## src/rtl/mmu_load_ctrl.sv

```systemverilog
// MMU operand loader: captures 4 weights + 4 inputs, then sequences a feeder pass (optional WEIGHT_REUSE_EN keeps weights).
// Latency: en 1 cycle after 8th byte, done LAST_CYCLE+2 cycles after it; in_ready low (backpressure) outside LOAD.
module mmu_load_ctrl #(
    parameter int DATA_W     = 8,
    parameter int LAST_CYCLE = 5
) (
    input  logic              clk,
    input  logic              rst,
    input  logic              in_valid,
    output logic              in_ready,
    input  logic [DATA_W-1:0] in_data,
    output logic [DATA_W-1:0] weight_0,
    output logic [DATA_W-1:0] weight_1,
    output logic [DATA_W-1:0] weight_2,
    output logic [DATA_W-1:0] weight_3,
    output logic [DATA_W-1:0] input_0,
    output logic [DATA_W-1:0] input_1,
    output logic [DATA_W-1:0] input_2,
    output logic [DATA_W-1:0] input_3,
    output logic              en,
    output logic              clear,
    output logic [2:0]        mmu_cycles,
    output logic              busy,
`ifdef WEIGHT_REUSE_EN
    input  logic              keep_weights,
`endif
    output logic              done
);

    typedef enum logic [1:0] {S_LOAD, S_RUN, S_DONE} state_t;

    localparam logic [2:0] LAST_C = 3'(LAST_CYCLE);

    state_t                  state_q, state_d;
    logic [2:0]              load_idx_q, load_idx_d;
    logic [2:0]              mmu_cycles_q, mmu_cycles_d;
    logic [7:0][DATA_W-1:0]  ops_q, ops_d;
    logic                    en_q, en_d, clear_q, clear_d;
    logic                    busy_q, busy_d, done_q, done_d;
    logic                    accept;
    logic [2:0]              restart_idx;

    assign accept = in_valid && (state_q == S_LOAD);

`ifdef WEIGHT_REUSE_EN
    // Reusing weights means the next load starts at input_0.
    assign restart_idx = keep_weights ? 3'd4 : 3'd0;
`else
    assign restart_idx = 3'd0;
`endif

    always_ff @(posedge clk) begin
        if (rst) begin
            state_q      <= S_LOAD;
            load_idx_q   <= 3'd0;
            mmu_cycles_q <= 3'd0;
            ops_q        <= '0;
            en_q         <= 1'b0;
            clear_q      <= 1'b1;
            busy_q       <= 1'b0;
            done_q       <= 1'b0;
        end else begin
            state_q      <= state_d;
            load_idx_q   <= load_idx_d;
            mmu_cycles_q <= mmu_cycles_d;
            ops_q        <= ops_d;
            en_q         <= en_d;
            clear_q      <= clear_d;
            busy_q       <= busy_d;
            done_q       <= done_d;
        end
    end

    always_comb begin
        state_d      = state_q;
        load_idx_d   = load_idx_q;
        mmu_cycles_d = mmu_cycles_q;
        ops_d        = ops_q;
        case (state_q)
            S_LOAD: begin
                if (accept) begin
                    ops_d[load_idx_q] = in_data;
                    if (load_idx_q == 3'd7) begin
                        state_d      = S_RUN;
                        load_idx_d   = 3'd0;
                        mmu_cycles_d = 3'd0;
                    end else begin
                        load_idx_d = load_idx_q + 3'd1;
                    end
                end
            end
            S_RUN: begin
                if (mmu_cycles_q == LAST_C) begin
                    state_d      = S_DONE;
                    mmu_cycles_d = 3'd0;
                end else begin
                    mmu_cycles_d = mmu_cycles_q + 3'd1;
                end
            end
            S_DONE: begin
                state_d    = S_LOAD;
                load_idx_d = restart_idx;
            end
            default: state_d = S_LOAD;
        endcase
    end

    // Registered outputs are decoded from the next state so they line up with state_q.
    always_comb begin
        in_ready = (state_q == S_LOAD);
        en_d     = (state_d == S_RUN);
        clear_d  = !en_d;
        busy_d   = en_d;
        done_d   = (state_d == S_DONE);
    end

    assign weight_0   = ops_q[0];
    assign weight_1   = ops_q[1];
    assign weight_2   = ops_q[2];
    assign weight_3   = ops_q[3];
    assign input_0    = ops_q[4];
    assign input_1    = ops_q[5];
    assign input_2    = ops_q[6];
    assign input_3    = ops_q[7];
    assign en         = en_q;
    assign clear      = clear_q;
    assign busy       = busy_q;
    assign done       = done_q;
    assign mmu_cycles = mmu_cycles_q;

endmodule
```

## config.mk

```make
export PLATFORM = sky130hd
export DESIGN_NAME = mmu_load_ctrl
export DESIGN_NICKNAME = d
export VERILOG_FILES = /design/src/rtl/mmu_load_ctrl.sv
export SDC_FILE = /design/constraint.sdc
export NUM_CORES = 1
export LEC_CHECK = 0
export BUFFER_PORTS_ARGS = -buffer_cell sky130_fd_sc_hd__buf_2
export CORE_AREA = 2 2 85 87
export CTS_CLUSTER_DIAMETER = 200
export DETAILED_ROUTE_END_ITERATION = 10
export DIE_AREA = 0 0 87 89
export PLACE_DENSITY = 0.69
export SLEW_MARGIN = 0
export SYNTH_ARGS = -nofsm -noshare
export SYNTH_HDL_FRONTEND = slang
export SYNTH_SLANG_ARGS = --single-unit
export TNS_END_PERCENT = 5
```

## constraint.sdc

```tcl
create_clock -name clk -period 1.95 [get_ports clk]
set_input_delay 0.39 -clock clk [delete_from_list [all_inputs] [get_ports clk]]
set_output_delay 0.39 -clock clk [all_outputs]
set_load 0.02 [all_outputs]
```

==> results by group <==
Run status
  • Status: complete, no violations

Pwr
  • Net switching power: approximately 0.72 mW
  • Pwr Density: slightly above 800 mW/mm^2
  • Combinational power share: 7.2%
  • Sw Share: a little under a quarter
  • Cell-internal power: between 2 and 2.5 mW
  • Clock Power Share: ~41%
  • Part of the power in registers: 52.4%
  • Leakage: approximately 1.9 nW
  • Maximum VDD drop: about 0.53 mV

Clock tree
  • Hold Buf Count CTS: 0
  • Num CTS Buffers: 9
  • Clock Pin Slew Worst Setup and Hold Paths: around 0.070 ns
  • Total clock sinks: between 70 and 80
  • H-tree depth: 3
  • CTS tree: yes
  • Cts repair resizes: 0
  • Root Driver: clkbuf_8
  • Post-CTS setup buffer count: 0
  • Clk buf depth: 2
  • Clk Latency, worst-skew pair: ~0.35 ns

Worst setup path
  • Setup crit end kind: flop
  • CP Max Fanout: 10
  • Reg2Reg Setup Slack: 0.43 ns
  • Worst EP required: between 2 and 2.5 ns
  • CP Launch Type: flop
  • Crit Path Class: flop to flop
  • WP data arrival: between 1.5 and 2 ns

STA
  • Crit share post-route: about four fifths
  • Worst Tran Pin Value: ~0.45 ns
  • Fin. max-slew vios: 0
  • Skew final: 0.0110 ns
  • Hold WS: approximately 0.42 ns
  • Final setup viols: 0
  • Fin crit period: roughly 1.5 ns
  • Slew Limit Headroom: a little over two thirds
  • Setup TNS: 0 ns
  • RSZ-0062 raised after global routing: no
  • Count of final hold-check violations: 0
  • F_max: ~660 MHz

Floorplan
  • DIE WIDTH: between 80 and 90 um
  • Die Y: 89 um
  • Num ports: 83
  • Core ar.: 0.00672 sq mm
  • Die area: about 0.0077 sq mm
  • # rows: 30
  • Starting density of the core: around 45%

Layout
  • Multi-input logic area: 0.00140 sq mm
  • Fraction of layout cells with a size suffix above 1: about 31%
  • Fill cells: approximately 620
  • Layout area overhead: 21.1%
  • Commonest non-fill, non-tap cell in the layout: buf_2
  • Most frequent cells in the layout: buf_2, dfxtp_1, nand2b_1
  • Reg area: 0.00150 sq mm
  • ANT cells: 0
  • Fin nets: 365

Global routing
  • GR Overflow Total: 0
  • Number of global-route vias before repair: between 2,000 and 2,500
  • Initial antenna violation count: 0
  • Total track usage: a little under a fifth
  • Largest net degree at the start of global routing: 44
  • Global-route wire length before repair: approximately 11,000 um

Placement
  • Port Buf Inserts: 82
  • Routability Congestion: a little under 0.8
  • Detailed placement HPWL: ~4700 um

Synthesis
  • Cells after Synth: 278
  • Synth top area cells: dfxtp_1, mux2i_1, nand2b_1
  • Yosys reg bits: 75
  • Area share of the leading cell type in the synthesized netlist: around 50%
  • Library cells used by synthesis: 30
  • Syn Area/Cell: approximately 11 sq um
  • Ys Warns: 0
  • Post-synth top area cell: dfxtp_1
  • Post-synthesis net count: a little under 300
  • Register area share after synthesis: around half
  • Synth Cell Area: around 0.0030 sq mm

Drt
  • Initial drt markers: 81
  • WL/cell: 15.8 um
  • DRC viols: 0
  • Vias: about 2,200
  • Via density: approximately 5.0
  • DR pass1 iterations: 4
  • Total Wirelength: just under 7000 um
  • Routed Antenna Nets: 0

Job
  • Max-cap violation count: 0

Min path
  • Worst Hold Class: input port to flop
## cell families (layout without fill, tap and decap cells)
logic type      Yosys count  count (layout)  synth area share, %
fa+ha+maj                 2               2                0.833
buf+inv                  24             102                 3.58
compound gates           10              10                 2.54
simple gates            103             103                 21.7
mux                      64              64                 21.3
flops                    75              75                 50.0
## layer usage
metal  global-route usage (%)  vias up  wire (um)
met5                        0        -          0
met4                     7.67        0        110
met3                     5.26        9        337
met2                     30.2       56       3220
met1                     24.2     1058       3230
li1                         -     1076          -
## registers in the layout, indices dropped and copies added (netlist names)
name,cells
input_0,8
state_q,2
mmu_cycles,3
weight_0,8
weight_2,8
busy,1
clear,1
load_idx_q,3
input_1,8
weight_1,8
input_3,8
input_2,8
weight_3,8
done,1
## synth_stat cells
master / instances
nor2_1: 10
buf_1: 6
clkbuf_1: 11
buf_6: 1
nand2b_1: 72
a22oi_1: 4
a21oi_1: 1
o32ai_1: 2
nand3_2: 3
inv_1: 2
nor4b_4: 1
nor3b_1: 1
nand3_1: 1
buf_4: 2
and3_1: 1
mux2i_1: 64
o21bai_1: 1
buf_2: 2
or3_1: 2
a22o_1: 1
dfxtp_1: 75
nor2b_1: 3
nor4_1: 2
ha_1: 2
nand2_2: 3
nand2_1: 1
a211oi_1: 1
or2_2: 1
nand3b_1: 1
nand4_2: 1
## critical path, stage by stage (launching register included)
cell     delay, ns
dfxtp_1       0.38
nor3b_1       0.21
buf_4         0.21
and3_1        0.42
mux2i_1       0.23
## through the flow
stage,utilization [%],cells,power (mW),area [sq um],setup slack [ns]
detailed placement,51.2,421,1.83,3440,0.332
global route,54.1,436,3.13,3640,0.282
floorplan,-,278,1.77,3000,0.574
CTS,54.1,436,3.05,3640,0.412
global placement,51.2,421,1.83,3440,0.382
finish,54.1,436,3.01,3640,0.426
## layout make-up
type	instances	share of cell area [%]
flip-flops and latches	75	41.3
multi-input cells	179	38.4
repair buffers	85	11.9
clock buffers	11	4.16
well taps	80	2.75
clock inverters	4	1.34
inverters	2	0.206
## path summary, 6_finish.rpt
check,to,cells past startpoint,startpoint
hold / removal,mmu_cycles[0],4,in_valid
setup reg to reg,input_2[3],4,state_q[0]
setup / recovery,input_2[3],4,state_q[0]
hold reg to reg,weight_0[7],2,weight_0[7]
## power by group through the flow
stage               sequential, mW  combinational (mW)  clock, mW
finish                        1.58               0.217       1.22
global route                  1.58               0.235       1.31
detailed placement            1.61               0.219          0
CTS                           1.58               0.219       1.25
global placement              1.61               0.216          0
floorplan                     1.64               0.131          0
Power figures use the tool's default switching activity.
